==> config.mk <==
export PLATFORM = sky130hd
export DESIGN_NAME = prog_timer_ctrl
export DESIGN_NICKNAME = d
export VERILOG_FILES = /design/src/rtl/io_addresses.sv /design/src/rtl/clk_en_pulse.sv /design/src/rtl/prog_timer_ctrl.sv
export SDC_FILE = /design/constraint.sdc
export NUM_CORES = 1
export LEC_CHECK = 0
export BUFFER_PORTS_ARGS = -buffer_cell sky130_fd_sc_hd__buf_2
export CAP_MARGIN = 20
export CORE_MARGIN = 3
export CORE_UTILIZATION = 45
export CTS_CLUSTER_DIAMETER = 200
export DETAILED_ROUTE_END_ITERATION = 12
export GPL_TIMING_DRIVEN = 0
export PLACE_DENSITY = 0.76
export SLEW_MARGIN = 10
export SYNTH_ARGS = -nofsm -noshare
export SYNTH_HDL_FRONTEND = slang
export SYNTH_HIERARCHICAL = 1
export SYNTH_SLANG_ARGS = --single-unit
export TNS_END_PERCENT = 5
==> constraint.sdc <==
create_clock -name clk -period 1.2 [get_ports clk]
set_clock_uncertainty 0.15 [all_clocks]
set_input_delay 0.12 -clock clk [delete_from_list [all_inputs] [get_ports clk]]
set_output_delay 0.12 -clock clk [all_outputs]
set_load 0.02 [all_outputs]
==> src/rtl/io_addresses.sv <==
// Shared register map and clock-selection constants for the programmable timer.
// PROG_TIMER_K03_EN enables storage of clock-selection codes 000 and 001.
package io_addresses;

    localparam logic [2:0] AddrReloadLo = 3'd0;
    localparam logic [2:0] AddrReloadHi = 3'd1;
    localparam logic [2:0] AddrCountLo  = 3'd2;
    localparam logic [2:0] AddrCountHi  = 3'd3;
    localparam logic [2:0] AddrControl  = 3'd4;
    localparam logic [2:0] AddrClkSel   = 3'd5;
    localparam logic [2:0] AddrIrqMask  = 3'd6;
    localparam logic [2:0] AddrFactor   = 3'd7;

    // 256Hz tick source
    localparam logic [2:0] ClkSelReset  = 3'b010;

    function automatic logic [2:0] coerce_clk_sel(input logic [2:0] code);
`ifdef PROG_TIMER_K03_EN
        return code;
`else
        // Codes 000/001 select sources absent from this build
        return (code[2:1] == 2'b00) ? ClkSelReset : code;
`endif
    endfunction

endpackage

==> src/rtl/clk_en_pulse.sv <==
// Holds a request until the next clk_en strobe has consumed it; requests that
// arrive while one is already pending are absorbed into the same pulse.
module clk_en_pulse (
    input  logic clk,
    input  logic reset,
    input  logic clk_en,
    input  logic set,
    output logic pulse
);

    logic pend_q, pend_d;

    always_comb begin
        pend_d = pend_q;
        if (pend_q) begin
            if (clk_en) begin
                pend_d = 1'b0;
            end
        end else if (set) begin
            pend_d = 1'b1;
        end
    end

    always_ff @(posedge clk) begin
        if (reset) begin
            pend_q <= 1'b0;
        end else begin
            pend_q <= pend_d;
        end
    end

    assign pulse = pend_q;

endmodule

==> src/rtl/prog_timer_ctrl.sv <==
// Nibble-wide bus front end for the programmable timer: register file, atomic
// reload commit, count snapshot and strobe-aligned pulses. Macro: PROG_TIMER_K03_EN.
module prog_timer_ctrl
    import io_addresses::*;
(
    input  logic       clk,
    input  logic       reset,
    input  logic       clk_en,
    input  logic [2:0] bus_addr,
    input  logic [3:0] bus_wdata,
    input  logic       bus_wr,
    input  logic       bus_rd,
    output logic [3:0] bus_rdata,
    output logic       tmr_enable,
    output logic       tmr_reset,
    output logic [2:0] tmr_clock_selection,
    output logic [7:0] tmr_counter_reload,
    output logic       tmr_reset_factor,
    input  logic       tmr_factor_flags,
    input  logic [7:0] tmr_downcounter,
    output logic       irq
);

    logic       enable_q, enable_d;
    logic [7:0] reload_q, reload_d;
    logic [3:0] staging_q, staging_d;
    logic [2:0] clk_sel_q, clk_sel_d;
    logic       irq_mask_q, irq_mask_d;
    logic [3:0] snap_q, snap_d;
    logic [3:0] rdata_q, rdata_d;
    logic       rst_req, fac_req;
    logic       rd_en;

    // A simultaneous write wins; the read is dropped entirely
    assign rd_en = bus_rd & ~bus_wr;

    always_comb begin
        enable_d   = enable_q;
        reload_d   = reload_q;
        staging_d  = staging_q;
        clk_sel_d  = clk_sel_q;
        irq_mask_d = irq_mask_q;
        snap_d     = snap_q;
        rdata_d    = rdata_q;
        rst_req    = 1'b0;
        fac_req    = 1'b0;

        if (bus_wr) begin
            unique case (bus_addr)
                AddrReloadLo: staging_d  = bus_wdata;
                AddrReloadHi: reload_d   = {bus_wdata, staging_q};
                AddrControl: begin
                    enable_d = bus_wdata[0];
                    rst_req  = bus_wdata[1];
                end
                AddrClkSel:   clk_sel_d  = coerce_clk_sel(bus_wdata[2:0]);
                AddrIrqMask:  irq_mask_d = bus_wdata[0];
                default: ;
            endcase
        end

        if (rd_en) begin
            unique case (bus_addr)
                AddrReloadLo: rdata_d = staging_q;
                AddrReloadHi: rdata_d = reload_q[7:4];
                AddrCountLo: begin
                    rdata_d = tmr_downcounter[3:0];
                    snap_d  = tmr_downcounter[7:4];
                end
                AddrCountHi:  rdata_d = snap_q;
                AddrControl:  rdata_d = {3'b000, enable_q};
                AddrClkSel:   rdata_d = {1'b0, clk_sel_q};
                AddrIrqMask:  rdata_d = {3'b000, irq_mask_q};
                AddrFactor: begin
                    rdata_d = {3'b000, tmr_factor_flags};
                    fac_req = tmr_factor_flags;
                end
                default:      rdata_d = 4'h0;
            endcase
        end
    end

    always_ff @(posedge clk) begin
        if (reset) begin
            enable_q   <= 1'b0;
            reload_q   <= 8'h00;
            staging_q  <= 4'h0;
            clk_sel_q  <= ClkSelReset;
            irq_mask_q <= 1'b0;
            snap_q     <= 4'h0;
            rdata_q    <= 4'h0;
        end else begin
            enable_q   <= enable_d;
            reload_q   <= reload_d;
            staging_q  <= staging_d;
            clk_sel_q  <= clk_sel_d;
            irq_mask_q <= irq_mask_d;
            snap_q     <= snap_d;
            rdata_q    <= rdata_d;
        end
    end

    clk_en_pulse u_reset_pulse (
        .clk    (clk),
        .reset  (reset),
        .clk_en (clk_en),
        .set    (rst_req),
        .pulse  (tmr_reset)
    );

    clk_en_pulse u_factor_pulse (
        .clk    (clk),
        .reset  (reset),
        .clk_en (clk_en),
        .set    (fac_req),
        .pulse  (tmr_reset_factor)
    );

    assign bus_rdata           = rdata_q;
    assign tmr_enable          = enable_q;
    assign tmr_clock_selection = clk_sel_q;
    assign tmr_counter_reload  = reload_q;
    assign irq                 = tmr_factor_flags & irq_mask_q;

endmodule

## Yosys cells after proc, flatten, opt, wreduce, memory -nomap -nowiden

Cells that the tools add are included.

| storage, ports and cells | value |
|---|---|
| output and inout bits | 19 |
| flip-flop bits (word level) | 27 |
| input port bits | 21 |
| word-level logic and storage cells | 38 |

| cells by class | value |
|---|---|
| eq/ne operators | 7 |
| bitwise logic cells | 3 |
| reduce and logical (&&, ||, !) cells | 8 |
| mux-type cells | 11 |

Operators by type and width:

| kind | number |
|---|---|
| 4-bit case mux with 8 select lines | 1 |
| 3-bit equality test, second input constant | 4 |
| 2-bit AND reduction | 6 |
| 1-bit two-way mux | 9 |
| 3-bit by 2-bit equality test with 1-bit output, second input constant | 2 |
| 3-bit by 1-bit equality test with 1-bit output, second input constant | 1 |
| 3-bit zero test | 1 |
| 3-bit two-way mux | 1 |
| 1-bit bitwise AND | 2 |
| 2-bit zero test | 1 |
| 1-bit inverter | 1 |

## Depth between registers and ports, before layout

Gate-level depths: netlist of the first run.

| logic depth | value |
|---|---|
| depth in word-level cells | 5 |
| gate-level depth with buffers | 6 |
| mapped depth without buffers | 4 |

## By module

The synthesis of the first run kept the hierarchy.

By module, submodules not included:

| module | sequential area each (um^2) | cells each | area each (um^2) | instances |
|---|---|---|---|---|
| prog_timer_ctrl | 500.5 | 130 | 1,219.9 | 1 |
| clk_en_pulse | 20.0 | 4 | 48.8 | 2 |

## Least setup slack after synthesis of the first run

No wires, ideal clock.

| timing path | value |
|---|---|
| path type | reg-to-reg |
| start | reg irq_mask_q |
| end | reg rdata_q[0] (netlist: bus_rdata[0]) |
| clock period less this slack | 1.347 ns |
| setup slack | -0.147 ns |
| library setup time | 0.130 ns |
| stages on the path, launching flop included | 4 |
| path buffers | 0 |
| data arrival time | 1.067 ns |
| data required time | 0.920 ns |
| cell sequence | dfxtp_1 > mux4_1 > a211oi_1 > nor4_1 |

| on the way | value |
|---|---|
| longest elaborated chain between the ends | 1 |

Ends and longest elaborated chain:

| what | line | text |
|---|---|---|
| start, declared | prog_timer_ctrl.sv:28 | `logic irq_mask_q, irq_mask_d;` |
| start signal, assigned | prog_timer_ctrl.sv:97 | `irq_mask_q <= irq_mask_d;` |
| 4-bit case mux with 8 select lines | prog_timer_ctrl.sv:63 | `unique case (bus_addr)` |
| end signal, assigned | prog_timer_ctrl.sv:99 | `rdata_q <= rdata_d;` |
| end, declared | prog_timer_ctrl.sv:30 | `logic [3:0] rdata_q, rdata_d;` |

Every way passes these cells.
A chain may end at the register's enable or synchronous reset.

## Worst setup path in the final report of the first run

Same ends and word-level chain as after synthesis.

==> results of run 1 <==
-- registers in the layout, indices dropped and copies added, names as in the netlist --
signal / flops
bus_rdata: 4
irq_mask_q: 1
snap_q: 4
staging_q: 4
tmr_clock_selection: 3
tmr_counter_reload: 8
tmr_enable: 1
u_factor_pulse/pulse: 1
u_reset_pulse/pulse: 1
-- repair_timing --
action | in CTS | in global routing
pin swaps | 2 | 0
endpoints found under the hold margin | 19 | 0
resized for setup | 7 | 6
endpoints found under the setup margin | 4 | 8
hold buffers | 11 | 0
-- routing by layer --
layer  vias to the layer above  wire [microns]
li1                        585               -
met1                       563            1460
met2                        42            1570
met3                         6             179
met4                         0              61
met5                         -               0
-- worst reg2reg max path, delay by kind of cell (launching register included) --
kind               cells  cell delay (ps)
DFF                    1              350
AOI/OAI and AO/OA      1              190
muxes                  1              460
and+or+nand+nor        1               60
-- worst paths after layout --
kind,cells past startpoint,start,endpoint
setup reg to reg,3,irq_mask_q,bus_rdata[0]
setup / recovery,3,irq_mask_q,bus_rdata[0]
hold reg to reg,2,tmr_enable,tmr_enable
hold / removal,4,bus_addr[0],bus_rdata[3]
-- power breakdown --
group          internal (mW)  switching, mW  leakage, nW
clock                  0.130          0.260       0.0150
sequential             0.915         0.0120        0.223
combinational          0.127          0.137        0.511
total                   1.17          0.409        0.750
-- through the flow --
stage	cell area [sq um]	hold slack, ps
2_1_floorplan	1330	32.4
3_3_place_gp	1550	173
3_5_place_dp	1550	179
4_1_cts	1700	-1.02
5_1_grt	1710	16.1
6_report	1710	14.3
-- placed cells by master, fill, tap and decap left out, types with 2 or more instances in the layout --
master / instances
mux2i_1: 21
buf_4: 2
nor4_1: 2
a211oi_2: 3
and3_1: 2
dfxtp_1: 17
nor2b_1: 3
clkbuf_4: 3
nor2_1: 26
a21oi_2: 2
nand3b_1: 2
buf_2: 36
nor3b_1: 3
nand3_1: 6
a21oi_1: 3
nand2b_1: 5
dlygate4sd3_1: 11
nand2b_4: 2
nand2_1: 4
dfxtp_2: 10
buf_6: 4
and2_1: 2
clkbuf_1: 3
-- cell type report --
class / count / area (sq um)
buffer: 10 / 80.1
clock buffer: 4 / 26.3
fill: 230 / 926
multi-input combinational: 101 / 711
sequential: 27 / 553
tap: 30 / 37.5
timing repair buffer: 48 / 302
-- kinds of logic (layout without fill, tap and decap cells) --
logic type	Yosys count	after routing	synth area share
compound gates	16	16	0.0940
buf+inv	10	62	0.0579
mux	22	22	0.179
flops	27	27	0.410
simple gates	63	63	0.258
==> reports/metrics.csv, run 1 <==
stage,metric,value,unit
run_status,status,"complete, but fails checks",
run_status,violations,setup timing,
timing,post-route-worst-setup-slack,-121,ps
synth,syn_area,1320,sq um
placement,dpl.hpwl,2370,microns
critical_path,end_kind,register,
finish,layout-drive-gt1-share,0.363,
synth,synth_top_cells_by_count,"dfxtp_1, nor2_1, mux2i_1",
finish,syn2layout_area_growth,29.7,%
routing,via_count,1196,
critical_path,cp_max_fo,3,
placement,dp_slack,-238,ps
cts,clk_pin_slew,140,ps
cts,h-tree-depth,1,
floorplanning,num_rows,18,
cts,clockRootBuffer,clkbuf_4,
global_routing,grt-ovfl-total,0,
synth,synth.distinct_cells,36,
timing,drv_slew,0,
floorplanning,die_w,60.1,microns
timing,rsz0062_at_grt,true,
synth,async_reset_ff_frac,0,
placement,dp.cells,205,
cts,cts_max_path_buffers,2,
critical_path,crit_path_start_kind,register,
finish,final_net_count,212,
timing,relSlewSlack,0.695,
placement,place_congestion,0.816,
global_routing,grtUsageMet3,0.0216,
timing,min_period_over_period,1.10,
critical_path,slowest_stage,mux4_2,
global_routing,grt_pass1_vias,1118,
job,maxCapViolations,0,
global_routing,top_usage_layer,met2,
global_routing,use_met2,0.318,
synth,synth-seq-cells,27,
timing,fmaxAchievable,0.757,GHz
floorplanning,core,2640,sq um
synth,synth_top_flop_cell,dfxtp_1,
synth,yosys_warnings,6,
routing,drt_pass1_iterations,4,
routing,wire_per_inst,14.9,microns
floorplanning,start_util,0.500,
timing,finalHoldViolations,0,
critical_path,slowest_delay,460,ps
pwr,p_per_area,926,nW/um^2
cts,cts_setup_buffers,0,
min_path,hp-class,input port to register,
synth,synth_area_leaders,"dfxtp_1, mux2i_1, nor2_1, nand2b_1, nand3_1",
critical_path,cp.arrival,1390,ps
synth,synth_top_area_share,0.410,
finish,fin_cells,220,
critical_path,required,1260,ps
synth,synth_seq_area_share,0.410,
finish,antenna_cells,0,
timing,fin_setup_tns,-206,ps
floorplanning,pin_count,40,
pwr,leakage,0.750,nW
floorplanning,dieArea,3610,sq um
global_routing,grt_use_met1,0.255,
synth,synth_edf_count,0,
synth,yosysMostFrequentCell,dfxtp_1,
critical_path,crit_chain,mux4_2 -> a211oi_2 -> nor4_1,
pwr,vdd_drop_max,0.000813,V
critical_path,critPathTopFamily,multiplexers,
finish,fin_util,0.649,
critical_path,ff2ff_setup_slack,-120,ps
critical_path,cp_num_buf_inv,0,
routing,post-route-drc-count,0,
synth,yosysTopAreaCell,dfxtp_1,
global_routing,grt_usage,0.193,
routing,wl,3270,microns
cts,cts_tree,yes,
synth,synthCells,138,
cts,insertion_delay,320,ps
routing,drtIter0Drc,25,
synth,syn-num-nets,159,
synth,syn_area_per_cell,9.55,sq um
routing,ant_nets,0,
timing,setup_violations,3,
global_routing,grt_max_degree,15,
floorplanning,fp.dieH,60.1,microns
pwr,finalPower,1.58,mW
cts,clock-sinks,27,
critical_path,crit_type,register to register,
global_routing,grt_pass1_wl,5220,microns
placement,port_buffers,37,
timing,tightest_slew,458,ps
cts,cts_buffers,3,
global_routing,antenna_found_initial,0,
timing,fin_crit,1320,ps
routing,viasPerCell,5.44,
Note: power is estimated with default switching activity, not from simulation.
==> inputs of run 2 (changes only) <==
REMOVE_ABC_BUFFERS = 1   (was not set)
==> reports/metrics.csv, run 2 (same netlist as run 1, synthesis figures left out) <==
stage,metric,value,unit
run_status,status,"complete, but fails checks",
run_status,violations,setup timing,
timing,fin_crit,1330,ps
cts,clock-sinks,27,
placement,place_congestion,0.823,
timing,fmaxAchievable,0.750,GHz
routing,viasPerCell,5.54,
timing,post-route-worst-setup-slack,-133,ps
cts,cts_tree,yes,
routing,wire_per_inst,14.2,microns
finish,final_cell_mix,"buf_2, nor2_1, mux2i_1, dfxtp_1, dlygate4sd3_1",
routing,wl,3000,microns
routing,ant_nets,0,
cts,cts_max_path_buffers,2,
floorplanning,core,2640,sq um
routing,post-route-drc-count,0,
cts,cts_buffers,3,
timing,fin_setup_tns,-134,ps
critical_path,cp_max_fo,2,
floorplanning,fp.dieH,60.1,microns
global_routing,grt_usage,0.180,
critical_path,end_kind,register,
cts,h-tree-depth,1,
global_routing,grt_max_degree,29,
placement,dp_slack,-425,ps
global_routing,antenna_found_initial,0,
floorplanning,die_w,60.1,microns
global_routing,grt_pass1_vias,1124,
cts,insertion_delay,320,ps
timing,setup_violations,2,
routing,drtIter0Drc,43,
timing,finalHoldViolations,0,
pwr,p_per_area,951,nW/um^2
timing,min_period_over_period,1.11,
critical_path,slowest_delay,470,ps
timing,relSlewSlack,0.650,
critical_path,crit_chain,mux4_2 -> a211oi_2 -> nor4_1,
critical_path,required,1250,ps
cts,cts_setup_buffers,0,
finish,final-seq-area,549,sq um
job,maxCapViolations,0,
pwr,vdd_drop_max,0.000806,V
pwr,finalPower,1.55,mW
global_routing,grt_pass1_wl,5010,microns
finish,antenna_cells,0,
finish,largest_reg_flops,8,
finish,fill_cells,234,
critical_path,crit_path_start_kind,register,
min_path,hp-class,input port to register,
finish,layout-drive-gt1-share,0.348,
finish,multi_input_area,713,sq um
routing,drt_pass1_iterations,4,
critical_path,slowest_stage,mux4_2,
cts,clk_pin_slew,140,ps
floorplanning,dieArea,3610,sq um
finish,final_net_count,203,
finish,syn2layout_area_growth,23.6,%
timing,drv_slew,0,
critical_path,crit_type,register to register,
floorplanning,start_util,0.500,
routing,via_count,1169,
cts,clockRootBuffer,clkbuf_4,
floorplanning,num_rows,18,
placement,port_buffers,39,
floorplanning,pin_count,40,
critical_path,cp.arrival,1390,ps
global_routing,grt-ovfl-total,0,
placement,dpl.hpwl,2080,microns
timing,tightest_slew,526,ps
pwr,leakage,0.708,nW
timing,rsz0062_at_grt,true,
finish,final_common_cell,buf_2,
[run 2: cell count changes in the layout (fill, tap and decap cells not counted), moves of 2 or more]
cell / previous run / this run
buf_4: 2 / 0
dfxtp_1: 17 / 20
buf_6: 4 / 1
clkbuf_1: 3 / 1
dfxtp_2: 10 / 7
buf_2: 36 / 38
[run 2: metrics by stage]
step	cells	utilization	instance area (sq um)	hold slack, ps
after floorplan	128	-	1240	32.4
after global placement	197	0.559	1470	203
after detailed placement	197	0.559	1470	213
after CTS	211	0.613	1620	27.9
after global routing	211	0.618	1630	46.6
final	211	0.618	1630	32.1
[run 2: area by class of cell]
| cell class | instances | area share |
|---|---|---|
| clock buffers | 4 | 0.0161 |
| multi-input cells | 101 | 0.438 |
| flip-flops and latches | 27 | 0.337 |
| well taps | 30 | 0.0231 |
| repair buffers | 49 | 0.185 |
[run 2: final timing paths]
path,startpoint,endpoint,slack [ps],cells past startpoint
max,snap_q[0],bus_rdata[0],-130,3
min,tmr_factor_flags,u_factor_pulse/pulse,30,5
max reg2reg,snap_q[0],bus_rdata[0],-130,3
min reg2reg,tmr_enable,tmr_enable,350,2
[run 2: per-layer routing]
metal	routed length [microns]	part of all wire	GRT usage
met1	1320	0.44	0.242
met5	0	0	0
met3	206	0.069	0.0432
met4	19	0.0063	0.0380
met2	1450	0.48	0.293
[run 2: where the power goes]
part           leakage (nW)  internal, mW  switching (mW)  total (mW)
logic                 0.472         0.108           0.129       0.237
clock network        0.0150         0.130           0.254       0.384
registers             0.221         0.915          0.0119       0.927
[run 2: worst max-delay path, delay by kind of cell, from the launching register on]
kind,cells,cell delay (ps)
multiplexers,1,470
AO/OA/AOI/OAI,1,190
AND/OR/NAND/NOR,1,60
flip-flops,1,350
[run 2: what timing repair did]
item	4_1_cts	5_1_grt
hold buffers	10	0
endpoints found under the setup margin	11	14
gates cloned	0	0
endpoints found under the hold margin	19	0
gates resized for setup	9	8
pin swaps	4	0
==> inputs of run 3 (changes only) <==
ABC_AREA = 1   (was not set)
GPL_ROUTABILITY_DRIVEN = 0   (was not set)
==> reports/metrics.csv, run 3 <==
stage,metric,value,unit
run_status,status,finished clean,
global_routing,grt_pass1_vias,1189,
timing,tightest_slew,474,ps
global_routing,grt_pass1_wl,5150,microns
cts,insertion_delay,330,ps
synth,syn_area,1290,sq um
routing,via_count,1345,
synth,synth.distinct_cells,26,
cts,h-tree-depth,1,
synth,async_reset_ff_frac,0,
critical_path,cp_max_fo,3,
finish,fin_util,0.645,
critical_path,end_kind,output port,
critical_path,ff2ff_path_depth,6,
critical_path,cp.arrival,910,ps
timing,min_period_over_period,0.982,
finish,largest_reg_flops,8,
critical_path,crit_type,register to output port,
timing,post-route-worst-setup-slack,21.6,ps
job,maxCapViolations,0,
pwr,p_per_area,958,nW/um^2
timing,setup_violations,0,
routing,wl,3230,microns
floorplanning,dieArea,3560,sq um
finish,final_net_count,254,
finish,antenna_cells,0,
global_routing,grt-ovfl-total,0,
floorplanning,num_rows,18,
placement,dpl.hpwl,2290,microns
finish,final_cell_mix,"buf_2, nor2_1, nand2_1, dfxtp_1, o21ai_0",
cts,clockRootBuffer,clkbuf_4,
routing,wire_per_inst,12.3,microns
finish,syn2layout_area_growth,30.1,%
placement,dp.cells,242,
critical_path,required,930,ps
timing,fin_crit,1180,ps
finish,fin_cells,262,
cts,clk_pin_slew,130,ps
floorplanning,pin_count,40,
min_path,hold_depth,3,
floorplanning,start_util,0.496,
routing,viasPerCell,5.13,
synth,synth-seq-cells,27,
finish,layout-drive-gt1-share,0.289,
timing,finalHoldViolations,0,
global_routing,grt_max_degree,18,
finish,final_common_cell,buf_2,
synth,yosysTopAreaCell,dfxtp_1,
timing,drv_slew,0,
cts,clock-sinks,27,
cts,cts_tree,yes,
synth,syn_area_per_cell,7.23,sq um
floorplanning,core,2610,sq um
synth,synthCells,179,
routing,ant_nets,0,
pwr,vdd_drop_max,0.000996,V
cts,cts_max_path_buffers,2,
cts,cts_buffers,3,
min_path,hp-class,input port to register,
synth,yosys_warnings,6,
placement,dp_slack,-128,ps
synth,synth_top_area_share,0.417,
routing,drt_pass1_iterations,4,
global_routing,grt_usage,0.191,
synth,synth_top_cells_by_count,"nor2_1, nand2_1, dfxtp_1",
routing,post-route-drc-count,0,
synth,synth_edf_count,0,
global_routing,antenna_found_initial,0,
timing,rsz0062_at_grt,true,
synth,yosysMostFrequentCell,nor2_1,
synth,synth_seq_area_share,0.417,
floorplanning,die_w,59.6,microns
floorplanning,fp.dieH,59.6,microns
synth,synth_top_flop_cell,dfxtp_1,
pwr,leakage,0.778,nW
routing,drtIter0Drc,36,
pwr,finalPower,1.61,mW
synth,synth_area_leaders,"dfxtp_1, nor2_1, nand2_1, o21ai_0, nand4_1",
timing,fmaxAchievable,0.849,GHz
timing,relSlewSlack,0.683,
placement,port_buffers,39,
critical_path,crit_path_start_kind,register,
## run 3: routing by layer
layer / part of all wire / wire, microns / track usage
met5: 0 / 0 / 0
met1: 0.43 / 1400 / 0.235
met4: 0.016 / 52 / 0.0633
met2: 0.47 / 1530 / 0.323
met3: 0.076 / 246 / 0.0479
## run 3: worst max-delay path, stage by stage (launching register included)
cell and delay, ps:
dfxtp_2 370, nand2_1 50, inv_1 60, buf_6 110
## run 3: stage by stage
| stage | area [sq um] | hold slack, ps | TNS [ps] |
|---|---|---|---|
| after CTS | 1670 | 12.6 | 0 |
| after global placement | 1480 | 225 | -1130 |
| final | 1690 | 12.1 | 0 |
| after global routing | 1690 | 21.8 | -22.7 |
| after floorplan | 1250 | 39.1 | 0 |
| after detailed placement | 1480 | 224 | -1330 |
## run 3: cells by family after synthesis
logic type | synth area share
AOI/OAI and AO/OA | 0.145
DFF | 0.417
buffers and inverters | 0.0956
and+or+nand+nor | 0.342
## run 3: area by class of cell
| class | count | area, sq um |
|---|---|---|
| Timing Repair Buffer | 55 | 364 |
| Clock inverter | 1 | 5.00 |
| Multi-Input combinational cell | 128 | 631 |
| Clock buffer | 3 | 22.5 |
| Tap cell | 30 | 37.5 |
| Fill cell | 248 | 927 |
| Inverter | 18 | 77.6 |
| Sequential cell | 27 | 548 |
## run 3: final timing paths
| kind | from | end | slack [ps] |
|---|---|---|---|
| setup reg to reg | tmr_clock_selection[0] | bus_rdata[0] | 160 |
| setup / recovery | irq_mask_q | irq | 20 |
| hold / removal | bus_wr | irq_mask_q | 10 |
| hold reg to reg | irq_mask_q | irq_mask_q | 320 |
## run 3: repair_timing
item / CTS / global route
setup buffers: 0 / 0
hold endpoints to repair: 20 / 0
resized for setup: 2 / 7
endpoints found under the setup margin: 1 / 7
hold buffers: 16 / 0
## run 3: report_power, final
group          switching (mW)  total [mW]  internal (mW)
clock network           0.266       0.391          0.125
registers              0.0156       0.940          0.925
logic                   0.167       0.284          0.117
total                   0.448        1.61           1.17
